### src/rtl/cdb_arbiter_if.sv
// rtl/cdb_arbiter_if.sv - result-bus bundle between functional units, cdb_arbiter and the complete stage
interface cdb_arbiter_if #(
    parameter int NUM_REQ = 4,
    parameter int PREG_W  = 6,
    parameter int ROB_W   = 5,
    parameter int XLEN    = 32
) ();
    localparam int SRC_W = (NUM_REQ > 1) ? $clog2(NUM_REQ) : 1;

    logic [NUM_REQ-1:0]        req_valid;
    logic [NUM_REQ*PREG_W-1:0] req_tag;
    logic [NUM_REQ*ROB_W-1:0]  req_rob_idx;
    logic [NUM_REQ*XLEN-1:0]   req_result;
    logic [NUM_REQ*XLEN-1:0]   req_rs2;
    logic [NUM_REQ-1:0]        req_take_branch;
    logic [NUM_REQ-1:0]        req_ready;

    logic                      out_valid;
    logic [PREG_W-1:0]         out_tag;
    logic [ROB_W-1:0]          out_rob_idx;
    logic [XLEN-1:0]           out_result;
    logic [XLEN-1:0]           out_rs2;
    logic                      out_take_branch;
    logic [SRC_W-1:0]          out_src;

    modport master (
        output req_valid, req_tag, req_rob_idx, req_result, req_rs2, req_take_branch,
        input  req_ready,
        input  out_valid, out_tag, out_rob_idx, out_result, out_rs2, out_take_branch, out_src
    );

    modport slave (
        input  req_valid, req_tag, req_rob_idx, req_result, req_rs2, req_take_branch,
        output req_ready,
        output out_valid, out_tag, out_rob_idx, out_result, out_rs2, out_take_branch, out_src
    );
endinterface

### src/rtl/cdb_arbiter.sv
// rtl/cdb_arbiter.sv - common-data-bus arbiter, round-robin by default, fixed priority with CDB_ARB_FIXED_PRIO_EN
module cdb_arbiter #(
    parameter int NUM_REQ = 4,
    parameter int PREG_W  = 6,
    parameter int ROB_W   = 5,
    parameter int XLEN    = 32
) (
    input logic         clock,
    input logic         reset,
    input logic         squash,
    cdb_arbiter_if.slave bus
);
    localparam int SRC_W = (NUM_REQ > 1) ? $clog2(NUM_REQ) : 1;

    logic [NUM_REQ-1:0] slot_valid;
    logic [PREG_W-1:0]  slot_tag         [NUM_REQ];
    logic [ROB_W-1:0]   slot_rob_idx     [NUM_REQ];
    logic [XLEN-1:0]    slot_result      [NUM_REQ];
    logic [XLEN-1:0]    slot_rs2         [NUM_REQ];
    logic [NUM_REQ-1:0] slot_take_branch;

    logic [NUM_REQ-1:0] grant_vec;
    logic [NUM_REQ-1:0] accept;
    logic               grant_any;
    logic [SRC_W-1:0]   grant_idx;
    logic [SRC_W-1:0]   search_base;

`ifdef CDB_ARB_FIXED_PRIO_EN
    assign search_base = '0;
`else
    logic [SRC_W-1:0] ptr;

    assign search_base = ptr;

    // Round-robin pointer moves past the winner; squash and idle cycles leave it alone
    always_ff @(posedge clock) begin
        if (reset) begin
            ptr <= '0;
        end else if (!squash && grant_any) begin
            ptr <= (grant_idx == SRC_W'(NUM_REQ - 1)) ? '0 : grant_idx + 1'b1;
        end
    end
`endif

    // Pick the first occupied slot starting at search_base, wrapping around
    always_comb begin
        int idx;
        idx       = 0;
        grant_vec = '0;
        grant_any = 1'b0;
        grant_idx = '0;
        for (int k = 0; k < NUM_REQ; k++) begin
            idx = int'(search_base) + k;
            if (idx >= NUM_REQ) begin
                idx = idx - NUM_REQ;
            end
            if (!grant_any && slot_valid[idx]) begin
                grant_any      = 1'b1;
                grant_idx      = SRC_W'(idx);
                grant_vec[idx] = 1'b1;
            end
        end
    end

    // A slot can take a new result when empty or when it drains this cycle
    assign bus.req_ready = (reset || squash) ? '0 : (~slot_valid | grant_vec);
    assign accept        = bus.req_valid & bus.req_ready;

    // Occupancy: reload wins over the grant that frees the slot
    always_ff @(posedge clock) begin
        if (reset || squash) begin
            slot_valid <= '0;
        end else begin
            for (int i = 0; i < NUM_REQ; i++) begin
                if (accept[i]) begin
                    slot_valid[i] <= 1'b1;
                end else if (grant_vec[i]) begin
                    slot_valid[i] <= 1'b0;
                end
            end
        end
    end

    // Payload capture; accept is already gated off by reset and squash
    always_ff @(posedge clock) begin
        for (int i = 0; i < NUM_REQ; i++) begin
            if (accept[i]) begin
                slot_tag[i]         <= bus.req_tag[i*PREG_W +: PREG_W];
                slot_rob_idx[i]     <= bus.req_rob_idx[i*ROB_W +: ROB_W];
                slot_result[i]      <= bus.req_result[i*XLEN +: XLEN];
                slot_rs2[i]         <= bus.req_rs2[i*XLEN +: XLEN];
                slot_take_branch[i] <= bus.req_take_branch[i];
            end
        end
    end

    // Completion register: one granted result per cycle, no backpressure
    always_ff @(posedge clock) begin
        if (reset) begin
            bus.out_valid       <= 1'b0;
            bus.out_tag         <= '0;
            bus.out_rob_idx     <= '0;
            bus.out_result      <= '0;
            bus.out_rs2         <= '0;
            bus.out_take_branch <= 1'b0;
            bus.out_src         <= '0;
        end else begin
            bus.out_valid <= grant_any && !squash;
            if (grant_any) begin
                bus.out_tag         <= slot_tag[grant_idx];
                bus.out_rob_idx     <= slot_rob_idx[grant_idx];
                bus.out_result      <= slot_result[grant_idx];
                bus.out_rs2         <= slot_rs2[grant_idx];
                bus.out_take_branch <= slot_take_branch[grant_idx];
                bus.out_src         <= grant_idx;
            end
        end
    end
endmodule
### src/flat_wrapper.sv
// flat-port wrapper written by rule: the top's interface ports become plain ports
module cdb_arbiter_flat 
#(
    parameter int NUM_REQ = 4,
    parameter int PREG_W  = 6,
    parameter int ROB_W   = 5,
    parameter int XLEN    = 32
)
  (clock, reset, squash, bus_req_valid, bus_req_tag, bus_req_rob_idx, bus_req_result, bus_req_rs2, bus_req_take_branch, bus_req_ready, bus_out_valid, bus_out_tag, bus_out_rob_idx, bus_out_result, bus_out_rs2, bus_out_take_branch, bus_out_src);
  cdb_arbiter_if #(.NUM_REQ(NUM_REQ), .PREG_W(PREG_W), .ROB_W(ROB_W), .XLEN(XLEN)) bus_i ();
  input logic clock;
  input logic reset;
  input logic squash;
  input wire logic [$bits(bus_i.req_valid)-1:0] bus_req_valid;
  input wire logic [$bits(bus_i.req_tag)-1:0] bus_req_tag;
  input wire logic [$bits(bus_i.req_rob_idx)-1:0] bus_req_rob_idx;
  input wire logic [$bits(bus_i.req_result)-1:0] bus_req_result;
  input wire logic [$bits(bus_i.req_rs2)-1:0] bus_req_rs2;
  input wire logic [$bits(bus_i.req_take_branch)-1:0] bus_req_take_branch;
  output wire logic [$bits(bus_i.req_ready)-1:0] bus_req_ready;
  output wire logic [$bits(bus_i.out_valid)-1:0] bus_out_valid;
  output wire logic [$bits(bus_i.out_tag)-1:0] bus_out_tag;
  output wire logic [$bits(bus_i.out_rob_idx)-1:0] bus_out_rob_idx;
  output wire logic [$bits(bus_i.out_result)-1:0] bus_out_result;
  output wire logic [$bits(bus_i.out_rs2)-1:0] bus_out_rs2;
  output wire logic [$bits(bus_i.out_take_branch)-1:0] bus_out_take_branch;
  output wire logic [$bits(bus_i.out_src)-1:0] bus_out_src;
  assign bus_i.req_valid = bus_req_valid;
  assign bus_i.req_tag = bus_req_tag;
  assign bus_i.req_rob_idx = bus_req_rob_idx;
  assign bus_i.req_result = bus_req_result;
  assign bus_i.req_rs2 = bus_req_rs2;
  assign bus_i.req_take_branch = bus_req_take_branch;
  assign bus_req_ready = bus_i.req_ready;
  assign bus_out_valid = bus_i.out_valid;
  assign bus_out_tag = bus_i.out_tag;
  assign bus_out_rob_idx = bus_i.out_rob_idx;
  assign bus_out_result = bus_i.out_result;
  assign bus_out_rs2 = bus_i.out_rs2;
  assign bus_out_take_branch = bus_i.out_take_branch;
  assign bus_out_src = bus_i.out_src;
  cdb_arbiter #(.NUM_REQ(NUM_REQ), .PREG_W(PREG_W), .ROB_W(ROB_W), .XLEN(XLEN)) u_core (.clock(clock), .reset(reset), .squash(squash), .bus(bus_i));
endmodule
### config.mk
export PLATFORM = sky130hd
export DESIGN_NAME = cdb_arbiter_flat
export DESIGN_NICKNAME = d
export VERILOG_FILES = /design/src/rtl/cdb_arbiter_if.sv /design/src/rtl/cdb_arbiter.sv /design/src/flat_wrapper.sv
export SDC_FILE = /design/constraint.sdc
export NUM_CORES = 1
export LEC_CHECK = 0
export CAP_MARGIN = 20
export CORE_UTILIZATION = 40
export DETAILED_ROUTE_END_ITERATION = 6
export GPL_TIMING_DRIVEN = 0
export PLACE_DENSITY = 0.71
export SLEW_MARGIN = 20
export SYNTH_ARGS = -nofsm -noshare
export SYNTH_HDL_FRONTEND = slang
export SYNTH_SLANG_ARGS = --single-unit
### constraint.sdc
create_clock -name clock -period 4.3 [get_ports clock]
set_input_delay 0.86 -clock clock [delete_from_list [all_inputs] [get_ports clock]]
set_output_delay 0.86 -clock clock [all_outputs]
set_load 0.05 [all_outputs]
After elaboration in Yosys (flattened, before gate mapping)
Memories as Yosys holds them, arrays and structs flattened. A register that Yosys moved wholly into a read port is not among the register bits.
Cells that the tools add are included.

storage, ports and cells
  bits of input ports = 311
  RAM bits = 300
  logic and storage cells = 117
  memory bits (read-only) = 0
  bits in registers = 14
  memories kept = 4
  bits in latches = 0
  output and inout bits = 83

memory list
  memory               words  width  rd ports  clocked after Yosys merged registers in  write ports  line               text
  u_core.slot_result   4      32     1         1                                        4            cdb_arbiter.sv:18  logic [XLEN-1:0] slot_result [NUM_REQ];
  u_core.slot_rs2      4      32     1         1                                        4            cdb_arbiter.sv:19  logic [XLEN-1:0] slot_rs2 [NUM_REQ];
  u_core.slot_tag      4      6      1         1                                        4            cdb_arbiter.sv:16  logic [PREG_W-1:0] slot_tag [NUM_REQ];
  u_core.slot_rob_idx  4      5      1         1                                        4            cdb_arbiter.sv:17  logic [ROB_W-1:0] slot_rob_idx [NUM_REQ];

cells by class
  equality and inequality tests = 1
  $lt $le $gt $ge = 13
  bitwise operators = 6
  multiply operators = 0
  shift-type cells = 0
  div/mod/pow operators = 0
  add/sub/neg operators = 8
  reduce and logical (&&, ||, !) cells = 17
  muxes and demuxes = 56

operators by type and width
  kind                     number
  $ge A32 B1 Y1 const B    4
  $lt A32 B4 Y1 const B    4
  $mux W32                 4
  $ge A32 B4 Y1 const B    3
  $sub A32 B4 Y32 const B  3
  $mux W1                  33
  $mux W4                  5
  $or A4 B4 Y4             4
  $bmux W1 S2              5
  $mux W2                  5
  $demux W1 S2             4
  $logic_and A1 B1 Y1      8
  $reduce_bool A2 Y1       4
  $add A2 B2 Y3 const B    2
  $and A4 B4 Y4            1
  $logic_not A1 Y1         4
  $not A4 Y4               1
  $sub A2 B3 Y4 const B    1
  $add A2 B1 Y3 const B    1
  $ge A2 B3 Y1 const B     1
  $lt A2 B3 Y1 const B     1
  $add A2 B1 Y2 const B    1
  $eq A2 B2 Y1 const B     1
  $logic_or A1 B1 Y1       1

Longest topological paths before layout
Gate-level depths: netlist (run 1).

  word-level depth = 20
  gate-level depth with buffers = 13
  depth with buffers taken out = 9

Worst setup path after synthesis (run 1)
Ideal clock, no wire load.

  kind = flip-flop to flip-flop
  start point = reg u_core.ptr[0]
  end point = mem u_core.slot_result[1][0] (enable)
  cell stages (with the launch flop) = 12
  setup time = 0.442 ns
  slack = -0.934 ns
  period minus slack after synthesis = 5.234 ns
  data arrival time = 4.792 ns
  path buffers = 2
  data required time = 3.858 ns
  cell sequence = dfxtp_1 > buf_2 > inv_1 > ha_1 > clkbuf_1 > mux4_2 > nor2b_4 > a22oi_1 > o211ai_1 > a21oi_1 > nor2_1 > and2_1

RTL lines
  element                   line               text
  start: declaration        cdb_arbiter.sv:31  logic [SRC_W-1:0] ptr;
  start signal: assignment  cdb_arbiter.sv:40  ptr <= (grant_idx == SRC_W'(NUM_REQ - 1)) ? '0 : grant_idx + 1'b1;
  end: declaration          cdb_arbiter.sv:18

Final worst setup path (run 1)
  start point = reg u_core.ptr[0]
  end point = out bus_req_ready[3]

on the way
  cells in the longest elaborated chain, start to end = 17
  elaborated cells between the ends (all ways) = 65
  those cells by class = add/sub: 7; order compare: 12; mux: 32; bitwise: 4; reduce/logical: 10

RTL lines
  element                                                                   line                text
  parallel branches: the longest is 14 deep, another holds $sub A32 B4 Y32  -
  $mux W4 (*)                                                               cdb_arbiter.sv:57   if (!grant_any && slot_valid[idx]) begin
  $or A4 B4 Y4 (*)                                                          cdb_arbiter.sv:66   assign bus.req_ready = (reset || squash) ? '0 : (~slot_valid | grant_vec);
  $mux W4 (*)                                                               cdb_arbiter.sv:66
  end: declaration                                                          flat_wrapper.sv:20  output wire logic [$bits(bus_i.req_ready)-1:0] bus_req_ready;

Every way passes the cells marked *. The select of a mux whose other input is x is not followed.

==> impl_metrics.csv, run 1 <==
group,metric,value,unit
power,p_leak,7.10,nW
synth,ys_ff_latch,389,
placement,gp_congestion,0.848,
synth,synth_nets,1232,
clock_tree,root_buffer,"clkbuf_16",
global_route,first_global_vias,10100,
route,vias_per_cell,5.12,
route,routed_wl,41.4,mm
critical_path,worst_r2r_endpoint,"u_core.slot_result[3][17]$_DFFE_PP_",
die,die_x,195,µm
route,antenna_left,0,
status,status,"complete, no violations",
global_route,grt_usage,22.0,%
clock_tree,cts.sinks,389,
critical_path,worstPathRequired,3440,ps
placement,dp_hpwl,29.1,mm
power,peakVddDrop,0.366,mV
critical_path,cp-startpoint,"u_core.ptr[0]$_SDFFE_PP0P_",
global_route,overflow,0,
clock_tree,cts_tree,"built",
cells_and_area,utilization,56.9,%
clock_tree,clkSlewWorstSetupHoldPaths,60,ps
clock_tree,cts_max_level,2,
global_route,use_met2,37.7,%
timing,hold_viol,0,
timing,setup_tns,0,ps
timing,whs,478,ps
critical_path,rrSetupSlack,560,ps
timing,setup_viol,0,
timing,max_freq,240,MHz
cells_and_area,nets,1673,
synth,synthFlopType,"edfxtp_1",
route,drcViolationCount,0,
global_route,met1_usage,25.8,%
synth,synth_largest_area_cell,"edfxtp_1",
flow_run,drv_cap,0,
die,die_area,37900,µm²
cells_and_area,syn_to_final_growth,40.2,%
critical_path,crit_type,"reg2out",
synth,async_reset_ff_share,0,%
synth,synth_edf_count,304,
timing,min_period_over_period,96.8,%
timing,min_period,4160,ps
die,row_count,70,
global_route,grt_pass1_wl,61.5,mm
timing,tightestPinTransition,1000,ps
critical_path,cp.arrival,3300,ps
power,p_total,10.1,mW
global_route,busiest_layer,"met2",
timing,report.final.slew_viol_count,0,
global_route,grt_max_degree,45,
clock_tree,cts-hold-fix-buffers,0,
synth,synth_area,14800,µm²
critical_path,crit_path_max_fanout,10,
synth,post-synth-top-area-fraction,61.5,%
placement,portBuffers,392,
route,drtPass1Iterations,5,
synth,ys_warn_count,0,
synth,yosysSeqAreaShare,73.0,%
global_route,grt_antenna_before_repair,4,
synth,synthTopCellsByArea,"edfxtp_1 (62%), dfxtp_1 (11%), mux2i_1 (8.0%), mux2_2 (2.6%), o221ai_1 (1.8%)",
clock_tree,clockBufferDepth,3,
die,start_util,40.6,%
critical_path,crit_end,"bus_req_ready[3]",
timing,slew_headroom,33.2,%
synth,avgSynthCellArea,16.2,µm²
critical_path,ff2ff_path_depth,11,
global_route,met3_usage,7.84,%
synth,syn-instance-count,913,
die,core,36500,µm²
critical_path,cp-start-kind,"flop",
power,pwr_density_cell,485,nW/µm²
route,routedWlPerCell,22.3,µm
clock_tree,clock_latency,560,ps
critical_path,worstReg2RegStart,"u_core.ptr[0]$_SDFFE_PP0P_",
synth,synth.distinct_cells,42,
cells_and_area,drive_gt1_share,11.9,%
timing,skew,13.1,ps
route,first_iter_violations,576,
cells_and_area,final_common_cell,"clkdlybuf4s50_1",
die,io_pins,394,
route,dr_total_vias,9510,
clock_tree,cts_buffers,42,
die,die_h,195,µm
critical_path,cp-end-kind,"primary output",
min_path,holdCritPathClass,"reg2reg",
cells_and_area,final_cell_mix,"clkdlybuf4s50_1 (388), edfxtp_1 (304), mux2i_1 (118)",
what timing repair did:
item | in CTS | in global routing
pin swaps | 0 | 0
gates resized for setup | 20 | 6
endpoints found under the setup margin | 4 | 4
buffers inserted | 0 | 1
power by group:
group | switching (mW) | internal, mW | total (mW) | leakage, nW
registers | 0.110 | 4.30 | 4.41 | 3.49
logic | 1.30 | 0.948 | 2.25 | 2.98
clock network | 1.40 | 2.03 | 3.43 | 0.632
routing by layer:
layer	up-vias	part of all wire (%)
met5	-	0.031
met4	2	2.6
met3	76	9.3
met2	426	49
met1	4607	39
li1	4399	-
logic make-up after synthesis:
group,count (synthesis),share of synthesized area [%]
AND/OR/NAND/NOR,164,5.47
buffers and inverters,61,2.66
flip-flops,389,73.0
XOR/XNOR,1,0.0591
adder cells (fa/ha/maj),8,0.675
multiplexers,155,11.0
AO/OA/AOI/OAI,135,7.09
registers in the layout (all words and copies together), names as in the netlist, 5 cells and up:
signal	flops
u_core.bus.out_result	32
u_core.bus.out_rob_idx	5
u_core.bus.out_rs2	32
u_core.bus.out_tag	6
u_core.slot_result	128
u_core.slot_rob_idx	20
u_core.slot_rs2	128
u_core.slot_tag	24
cell usage after synthesis (all sizes together) (2+ instances only):
library cell and instances:
nor2 50, nand3 2, nand3b 34, clkbuf 25, o21ai 6, dfxtp 85, a21oi 40, buf 32
ha 8, nor3b 2, inv 4, a31oi 17, o211ai 4, mux2i 118, o221ai 31, mux4 3
nand2b 5, nand2 61, a211o 29, edfxtp 304, mux2 34, and2 4, a22oi 5
worst max-delay path, cell delays in order (launching register included):
cell      delay (ps)
dfxtp_2          440
buf_2            290
inv_1            190
ha_4             370
mux4_2           420
nor2b_4          200
a22oi_1          100
o211ai_1         220
a21oi_1          110
nor2_1           150
clkbuf_4         260
area by class of cell:
type / count / area [µm²]
inverters: 4 / 15.0
clock inverters: 7 / 63.8
clock buffers: 69 / 1240
flip-flops and latches: 389 / 10800
diodes: 2 / 5.00
well taps: 468 / 586
multi-input cells: 463 / 3630
repair buffers: 398 / 4040
plain buffers: 56 / 375
fillers: 2884 / 15700
per-stage QoR:
step,cell area (µm²),setup WS (ps),std cells
2_1_floorplan,14800,250,913
3_3_place_gp,19400,-116,1773
3_5_place_dp,19500,-253,1778
4_1_cts,20800,12.8,1853
5_1_grt,20800,-7.78,1856
6_report,20800,137,1856
worst min path at each step:
| stage | from | to | cells past startpoint | slack, ps |
|---|---|---|---|---|
| after floorplan | u_core.slot_result[2][10]$_DFFE_PP_ | u_core.bus.out_result[10]$_SDFFE_PP0N_ | 2 | 510 |
| after global placement | u_core.bus.out_rs2[11]$_SDFFE_PP0N_ | u_core.bus.out_rs2[11]$_SDFFE_PP0N_ | 2 | 460 |
| after detailed placement | u_core.bus.out_rs2[18]$_SDFFE_PP0N_ | u_core.bus.out_rs2[18]$_SDFFE_PP0N_ | 2 | 470 |
| after CTS | u_core.bus.out_rs2[18]$_SDFFE_PP0N_ | u_core.bus.out_rs2[18]$_SDFFE_PP0N_ | 2 | 480 |
| after global routing | u_core.bus.out_rs2[11]$_SDFFE_PP0N_ | u_core.bus.out_rs2[11]$_SDFFE_PP0N_ | 2 | 510 |
| final | u_core.bus.out_rs2[11]$_SDFFE_PP0N_ | u_core.bus.out_rs2[11]$_SDFFE_PP0N_ | 2 | 480 |
No activity file was read; power rests on OpenSTA's default activity.
==> run 2: changes to the inputs <==
Settings changed: CTS_CLUSTER_DIAMETER set to 50, CTS_CLUSTER_SIZE set to 20.
==> impl_metrics.csv, run 2 (synthesized netlist as in run 1, its figures left out) <==
group,metric,value,unit
timing,fin_ws,132,ps
power,peakVddDrop,0.299,mV
cells_and_area,utilization,56.9,%
power,p_total,10.1,mW
clock_tree,cts_tree,"built",
placement,portBuffers,392,
route,routed_wl,41.6,mm
critical_path,slowest_delay,440,ps
timing,min_period,4170,ps
cells_and_area,final_cell_mix,"clkdlybuf4s50_1 (388), edfxtp_1 (304), mux2i_1 (118)",
global_route,grt_max_degree,45,
die,die_h,195,µm
route,drtPass1Iterations,5,
route,dr_total_vias,9560,
min_path,holdCritPathClass,"reg2reg",
timing,tightestPinTransition,977,ps
global_route,grt_antenna_before_repair,4,
min_path,hp-start,"u_core.bus.out_rs2[11]$_SDFFE_PP0N_",
critical_path,path_delay_family,"buffers and inverters",
global_route,first_global_vias,10100,
timing,hold_viol,0,
cells_and_area,nets,1668,
critical_path,worstReg2RegStart,"u_core.ptr[0]$_SDFFE_PP0P_",
clock_tree,cts_buffers,37,
clock_tree,root_buffer,"clkbuf_16",
timing,max_freq,240,MHz
critical_path,path_depth,10,
route,vias_per_cell,5.17,
flow_run,drv_cap,0,
die,io_pins,394,
min_path,holdPathStages,2,
timing,skew,22.9,ps
critical_path,cp-startpoint,"u_core.ptr[0]$_SDFFE_PP0P_",
clock_tree,cts.sinks,389,
die,row_count,70,
critical_path,path_cells,"buf_2 > inv_1 > ha_4 > mux4_2 > nor2b_4 > a22oi_1 > o211ai_1 > a21oi_1 > nor2_1 > clkbuf_4",
placement,gp_congestion,0.848,
clock_tree,clkSlewWorstSetupHoldPaths,60,ps
critical_path,cp-start-kind,"flop",
clock_tree,cts_max_level,2,
global_route,overflow,0,
power,pwr_density_cell,484,nW/µm²
timing,slew_headroom,34.9,%
timing,whs,477,ps
route,routedWlPerCell,22.5,µm
cells_and_area,syn_to_final_growth,40.1,%
critical_path,cpMaxStageDelayCell,"dfxtp_2",
power,p_leak,7.10,nW
die,die_x,195,µm
clock_tree,cts-hold-fix-buffers,0,
placement,dp_hpwl,29.1,mm
cells_and_area,fin_area,20800,µm²
die,start_util,40.6,%
placement,post_dp_cell_area,19500,µm²
clock_tree,clockBufferDepth,3,
status,status,"complete, no violations",
timing,rsz0062_at_grt,"no",
cells_and_area,largestRegisters,"u_core.slot_result x128, u_core.slot_rs2 x128",
placement,dp_slack,-253,ps
timing,min_period_over_period,96.9,%
die,core,36500,µm²
critical_path,crit_path_max_fanout,10,
critical_path,critPathBufInv,3,
critical_path,ff2ff_path_depth,11,
clock_tree,clock_latency,560,ps
timing,report.final.slew_viol_count,0,
critical_path,worstPathRequired,3440,ps
route,drcViolationCount,0,
route,antenna_left,0,
global_route,grt_usage,22.0,%
cells_and_area,final_common_cell,"clkdlybuf4s50_1",
critical_path,cp-end-kind,"primary output",
global_route,grt_pass1_wl,61.4,mm
cells_and_area,drive_gt1_share,12.8,%
timing,setup_viol,0,
critical_path,cp.arrival,3310,ps
route,first_iter_violations,523,
critical_path,crit_type,"reg2out",
die,die_area,37900,µm²
run 2: final timing paths:
check                                        end  slack, ps
max reg2reg  u_core.slot_result[3][17]$_DFFE_PP_        540
min reg2reg  u_core.bus.out_rs2[11]$_SDFFE_PP0N_        480
min          u_core.bus.out_rs2[11]$_SDFFE_PP0N_        480
max                             bus_req_ready[3]        130
run 2: cell type report:
class	instances	area, µm²
Buffer	56	375
Tap cell	468	586
Clock inverter	26	295
Timing Repair Buffer	398	4040
Fill cell	2895	15700
Multi-Input combinational cell	463	3630
Antenna cell	3	7.51
Sequential cell	389	10800
Clock buffer	42	997
Inverter	4	15.0
run 2: power breakdown:
part | internal, mW | switching, mW
combinational | 0.948 | 1.30
clock | 1.83 | 1.58
sequential | 4.29 | 0.110
run 2: what timing repair did:
item | CTS | global route
buffers inserted | 0 | 1
resized for setup | 20 | 6
endpoints found under the setup margin | 4 | 4
run 2: layer usage:
metal / wire length (µm) / GRT usage [%] / up-vias
met3: 3770 / 6.82 / 60
li1: - / - / 4389
met2: 20700 / 38.0 / 414
met5: 13 / 0 / -
met1: 16300 / 26.0 / 4695
met4: 897 / 7.23 / 2
run 2: worst reg2reg max path: stages, from the launching register on:
cell and delay, ps:
dfxtp_2 440, buf_2 280, inv_1 190, ha_4 380
mux4_2 420, nor2b_4 200, a22oi_1 100, o211ai_1 220
a21oi_1 110, nor2_1 160, and2_4 540, buf_16 320
run 2: stage by stage:
step                std cells  TNS, ps
global placement         1773     -409
floorplan                 913        0
finish                   1849        0
global route             1849        0
detailed placement       1778     -931
CTS                      1845        0
==> run 3: changes to the inputs <==
Settings changed: PLACE_DENSITY 0.71 to 0.7.
==> impl_metrics.csv, run 3 (synthesized netlist as in run 1, its figures left out) <==
group,metric,value,unit
critical_path,ff2ff_path_depth,11,
clock_tree,root_buffer,"clkbuf_16",
timing,skew,32.8,ps
clock_tree,cts_buffers,37,
cells_and_area,drive_gt1_share,12.6,%
die,core,36500,µm²
timing,rsz0062_at_grt,"no",
flow_run,drv_cap,0,
critical_path,crit_type,"reg2out",
placement,dp_hpwl,29.3,mm
clock_tree,clock_latency,560,ps
critical_path,cp.arrival,3170,ps
timing,slew_headroom,35.7,%
global_route,grt_antenna_before_repair,1,
clock_tree,cts_tree,"built",
global_route,first_global_vias,10000,
placement,gp_congestion,0.803,
route,dr_total_vias,9447,
placement,post_dp_cell_area,19500,µm²
placement,dp_slack,-199,ps
power,peakVddDrop,0.344,mV
critical_path,cp-end-kind,"primary output",
global_route,overflow,0,
global_route,grt_pass1_wl,61.4,mm
cells_and_area,final_common_cell,"clkdlybuf4s50_1",
global_route,grt_max_degree,43,
min_path,holdPathStages,2,
clock_tree,cts.sinks,389,
route,drcViolationCount,0,
timing,fin_ws,266,ps
cells_and_area,nets,1666,
route,antenna_left,0,
clock_tree,clockBufferDepth,3,
timing,setup_viol,0,
min_path,holdCritPathClass,"reg2reg",
placement,portBuffers,392,
timing,hold_viol,0,
die,start_util,40.6,%
timing,tightestPinTransition,964,ps
timing,report.final.slew_viol_count,0,
power,p_leak,7.08,nW
cells_and_area,nFillCells,2910,
cells_and_area,largestRegisters,"u_core.slot_result x128, u_core.slot_rs2 x128",
die,row_count,70,
cells_and_area,final_cell_mix,"clkdlybuf4s50_1 (388), edfxtp_1 (304), mux2i_1 (118)",
clock_tree,clkSlewWorstSetupHoldPaths,60,ps
route,routed_wl,41.7,mm
critical_path,cp-start-kind,"flop",
die,io_pins,394,
route,vias_per_cell,5.12,
die,die_x,195,µm
status,status,"complete, no violations",
cells_and_area,syn_to_final_growth,40.0,%
power,pwr_density_cell,487,nW/µm²
critical_path,crit_path_max_fanout,10,
route,routedWlPerCell,22.6,µm
critical_path,worstPathRequired,3440,ps
clock_tree,cts_setup_buffers,0,
timing,min_period_over_period,93.8,%
cells_and_area,utilization,56.9,%
route,drtPass1Iterations,5,
route,first_iter_violations,530,
die,die_h,195,µm
die,die_area,37900,µm²
clock_tree,cts_max_level,2,
cells_and_area,fin_area,20800,µm²
global_route,grt_usage,22.0,%
timing,min_period,4030,ps
timing,max_freq,248,MHz
run 3: worst paths after layout:
| kind | from | to | slack [ps] |
|---|---|---|---|
| max | u_core.ptr[0]$_SDFFE_PP0P_ | bus_req_ready[1] | 270 |
| min reg2reg | u_core.bus.out_result[3]$_SDFFE_PP0N_ | u_core.bus.out_result[3]$_SDFFE_PP0N_ | 470 |
| min | u_core.bus.out_result[3]$_SDFFE_PP0N_ | u_core.bus.out_result[3]$_SDFFE_PP0N_ | 470 |
| max reg2reg | u_core.ptr[0]$_SDFFE_PP0P_ | u_core.slot_rs2[2][10]$_DFFE_PP_ | 670 |
run 3: area by class of cell:
type	count	area (µm²)	area share [%]
Antenna cell	1	2.50	0.0121
Buffer	56	378	1.82
Clock buffer	43	1000	4.82
Clock inverter	25	304	1.46
Inverter	4	15.0	0.0723
Multi-Input combinational cell	463	3630	17.5
Sequential cell	389	10800	52.2
Tap cell	468	586	2.82
Timing Repair Buffer	396	4020	19.4
run 3: report_power, final:
part | internal [mW] | total, mW | leakage (nW) | switching (mW)
sequential | 4.29 | 4.40 | 3.49 | 0.106
clock | 1.92 | 3.46 | 0.618 | 1.54
combinational | 0.946 | 2.26 | 2.97 | 1.31
run 3: repair_timing:
action | 4_1_cts | 5_1_grt
resized for setup | 14 | 12
setup endpoints to repair | 4 | 4
pin swaps | 0 | 0
hold buffers | 0 | 0
gates cloned | 0 | 0
run 3: critical path: stages (launching register included):
cell	delay, ps
dfxtp_2	440
clkbuf_4	260
inv_1	150
ha_4	350
mux4_2	420
nor2b_4	200
a22oi_1	80
o211ai_1	170
a21oi_1	100
nor2_1	160
buf_2	300
run 3: metrics by stage:
stage,TNS [ps],hold WS [ps],power (mW),cells
3_3_place_gp,-438,464,6.71,1773
3_5_place_dp,-702,471,6.75,1777
4_1_cts,0,481,10.2,1844
2_1_floorplan,0,506,5.82,913
6_report,0,474,10.1,1845
5_1_grt,0,504,10.5,1845
run 3: routing by layer:
layer | global-route usage, % | share of wire, %
met5 | 0 | 0
met4 | 7.79 | 2.5
met3 | 6.14 | 8.9
met2 | 37.3 | 49
met1 | 26.8 | 40
==> edit, RTL diff (config.mk and constraints of run 1) <==
`NUM_REQ` is set to 4 in 3 places; all go to 8.
--- a/src/rtl/cdb_arbiter_if.sv
+++ b/src/rtl/cdb_arbiter_if.sv
@@ -1,6 +1,6 @@
 // rtl/cdb_arbiter_if.sv - result-bus bundle between functional units, cdb_arbiter and the complete stage
 interface cdb_arbiter_if #(
-    parameter int NUM_REQ = 4,
+    parameter int NUM_REQ = 8,
     parameter int PREG_W  = 6,
     parameter int ROB_W   = 5,
     parameter int XLEN    = 32
--- a/src/rtl/cdb_arbiter.sv
+++ b/src/rtl/cdb_arbiter.sv
@@ -1,6 +1,6 @@
 // rtl/cdb_arbiter.sv - common-data-bus arbiter, round-robin by default, fixed priority with CDB_ARB_FIXED_PRIO_EN
 module cdb_arbiter #(
-    parameter int NUM_REQ = 4,
+    parameter int NUM_REQ = 8,
     parameter int PREG_W  = 6,
     parameter int ROB_W   = 5,
     parameter int XLEN    = 32
--- a/src/flat_wrapper.sv
+++ b/src/flat_wrapper.sv
@@ -1,7 +1,7 @@
 // flat-port wrapper written by rule: the top's interface ports become plain ports
 module cdb_arbiter_flat 
 #(
-    parameter int NUM_REQ = 4,
+    parameter int NUM_REQ = 8,
     parameter int PREG_W  = 6,
     parameter int ROB_W   = 5,
     parameter int XLEN    = 32
Ports: changed (8 resized); port bits go from 394 to 707. The function was not compared with the original's and may differ.
==> edit against run 1 <==
The flow now finishes with violations (setup timing). Critical endpoint unchanged. Final area grew 110%. Synthesized area grew 93%. Largest cell class unchanged. Power grew to 4.0 times the old value. Die area grew 92%. Register-to-register slack lost 0.86 ns. Wire length grew to 2.9 times the old value. Worst setup slack lost 0.90 ns. Fmax shrank 18%. Sequential cell count grew 310.
==> edit: results (changes against run 1) <==
| Metric | Value |
|---|---|
| Run status | finished, violations left (was complete, no violations) |
| Violations in the final reports | setup timing |
| Number of cells upsized or downsized after cts | 211 (was 20) |
| Area contributors post-synth | sky130_fd_sc_hd__edfxtp_1 64%, sky130_fd_sc_hd__dfxtp_1 6.4%, sky130_fd_sc_hd__mux2i_1 6.0%, sky130_fd_sc_hd__mux4_2 3.4%, sky130_fd_sc_hd__a32oi_1 2.3% (was sky130_fd_sc_hd__edfxtp_1 62%, sky130_fd_sc_hd__dfxtp_1 11%, sky130_fd_sc_hd__mux2i_1 8.0%, sky130_fd_sc_hd__mux2_2 2.6%, sky130_fd_sc_hd__o221ai_1 1.8%) |
| Layout cells sized above 1 | 18.55% (was 11.90%) |
| Largest fanout of any net on the critical path | 5 (was 10) |
| Cell-internal power | 21.56 mW (was 7.273 mW) |
| Post-synthesis average cell area | 14.89 sq um (was 16.25 sq um) |
| Worst-Skew Late Latency | 0.64 ns (was 0.56 ns) |
| Number of enable-type register cells in the synthesized netlist | 608 (was 304) |
| Largest registers in the final layout | u_core.slot_result: 256 flops, u_core.slot_rs2: 256 flops, u_core.slot_tag: 48 flops (was u_core.slot_result: 128 flops, u_core.slot_rs2: 128 flops) |
| Fraction of met2 tracks used by global routing | 51.44% (was 37.70%) |
| Wire length of the first global-routing pass | 156800 um (was 61530 um) |
| Routability congestion estimate | 0.9400 (was 0.8481) |
| DRT Pass-1 Iters | 7 (was 5) |
| Antenna violations before repair | 32 (was 4) |
| Sequential share of the synthesized area | 70.23% (was 73.02%) |
| H-tree levels | 3 (was 2) |
| Total routing usage reported by global routing | 30.09% (was 22.02%) |
| Number of buffers added for setup after CTS | 65 (was 0) |
| Post-DR wirelength/cell | 30.31 um (was 22.33 um) |
| Number of nets produced by synthesis | 2549 (was 1232) |
| Final worst-path setup slack | -0.7610 ns (was 0.1371 ns) |
| Number of CTS-inserted buffers | 75 (was 42) |
| Final setup violation count | 245 (was 0) |
## edit: cell count changes in the layout (fill, tap and decap cells not counted), moves of 41 or more
cell	before	now
sky130_fd_sc_hd__mux4_2	2	43
sky130_fd_sc_hd__edfxtp_1	304	608
sky130_fd_sc_hd__buf_4	3	107
sky130_fd_sc_hd__o21ai_0	4	83
sky130_fd_sc_hd__nand3_1	2	107
sky130_fd_sc_hd__nor2_1	49	107
sky130_fd_sc_hd__a32oi_1	0	76
sky130_fd_sc_hd__nand2_1	61	120
sky130_fd_sc_hd__clkdlybuf4s50_1	388	698
sky130_fd_sc_hd__a21oi_1	18	98
sky130_fd_sc_hd__clkbuf_16	43	96
## edit: layer usage
layer,vias up,wire (um)
met5,-,234
met4,34,4728
met3,290,11640
met2,1471,57870
met1,11170,44050
li1,9541,-
## edit: metrics by stage
| stage | hold slack (ns) | cells | TNS [ns] |
|---|---|---|---|
| after floorplan | 0.5297 | 1920 | -430.12 |
| after global placement | 0.4472 | 3566 | -1725.99 |
| after detailed placement | 0.4564 | 3602 | -297.80 |
| after CTS | 0.4644 | 3802 | -40.58 |
| after global routing | 0.4941 | 3907 | -41.79 |
| final | 0.4667 | 3910 | -24.24 |
## edit: worst min-delay path by stage
stage | start | to | slack [ns] | cells past startpoint
CTS | u_core.bus.out_src[2] | u_core.bus.out_src[2] | 0.46 | 2
finish | u_core.bus.out_src[2] | u_core.bus.out_src[2] | 0.47 | 2
floorplan | u_core.slot_valid[0] | u_core.slot_valid[0] | 0.53 | 2
global placement | u_core.bus.out_src[1] | u_core.bus.out_src[1] | 0.45 | 2
global route | u_core.bus.out_src[0] | u_core.bus.out_src[0] | 0.49 | 2
detailed placement | u_core.bus.out_src[2] | u_core.bus.out_src[2] | 0.46 | 2
## edit: kinds of logic after synthesis
kind of cell,count (synthesis),synth area share (%)
flops,699,70.23
compound gates,434,10.39
simple gates,385,5.978
mux,228,9.934
buf+inv,159,2.731
fa+ha+maj,10,0.4376
xor+xnor,5,0.2976
## edit: power by group through the flow
| stage | sequential (mW) | clock, mW | combinational, mW |
|---|---|---|---|
| after CTS | 8.27 | 6.77 | 24.3 |
| final | 8.29 | 6.76 | 25.5 |
| after global placement | 8.41 | 0 | 22.3 |
| after floorplan | 9.32 | 0 | 13.5 |
| after global routing | 8.32 | 7.05 | 26.7 |
| after detailed placement | 8.40 | 0 | 22.8 |
## edit: final cells by class
type                    count  area (sq um)  share of cell area [%]
plain buffers             145         999.7                   2.322
well taps                 940          1176                   2.732
flip-flops and latches    699         20090                   46.66
diodes                     16         40.04                 0.09300
repair buffers            897          9774                   22.70
inverters                  11         77.57                  0.1802
clock buffers              96          1996                   4.636
clock inverters            42         596.8                   1.386
multi-input cells        1064          8304                   19.29
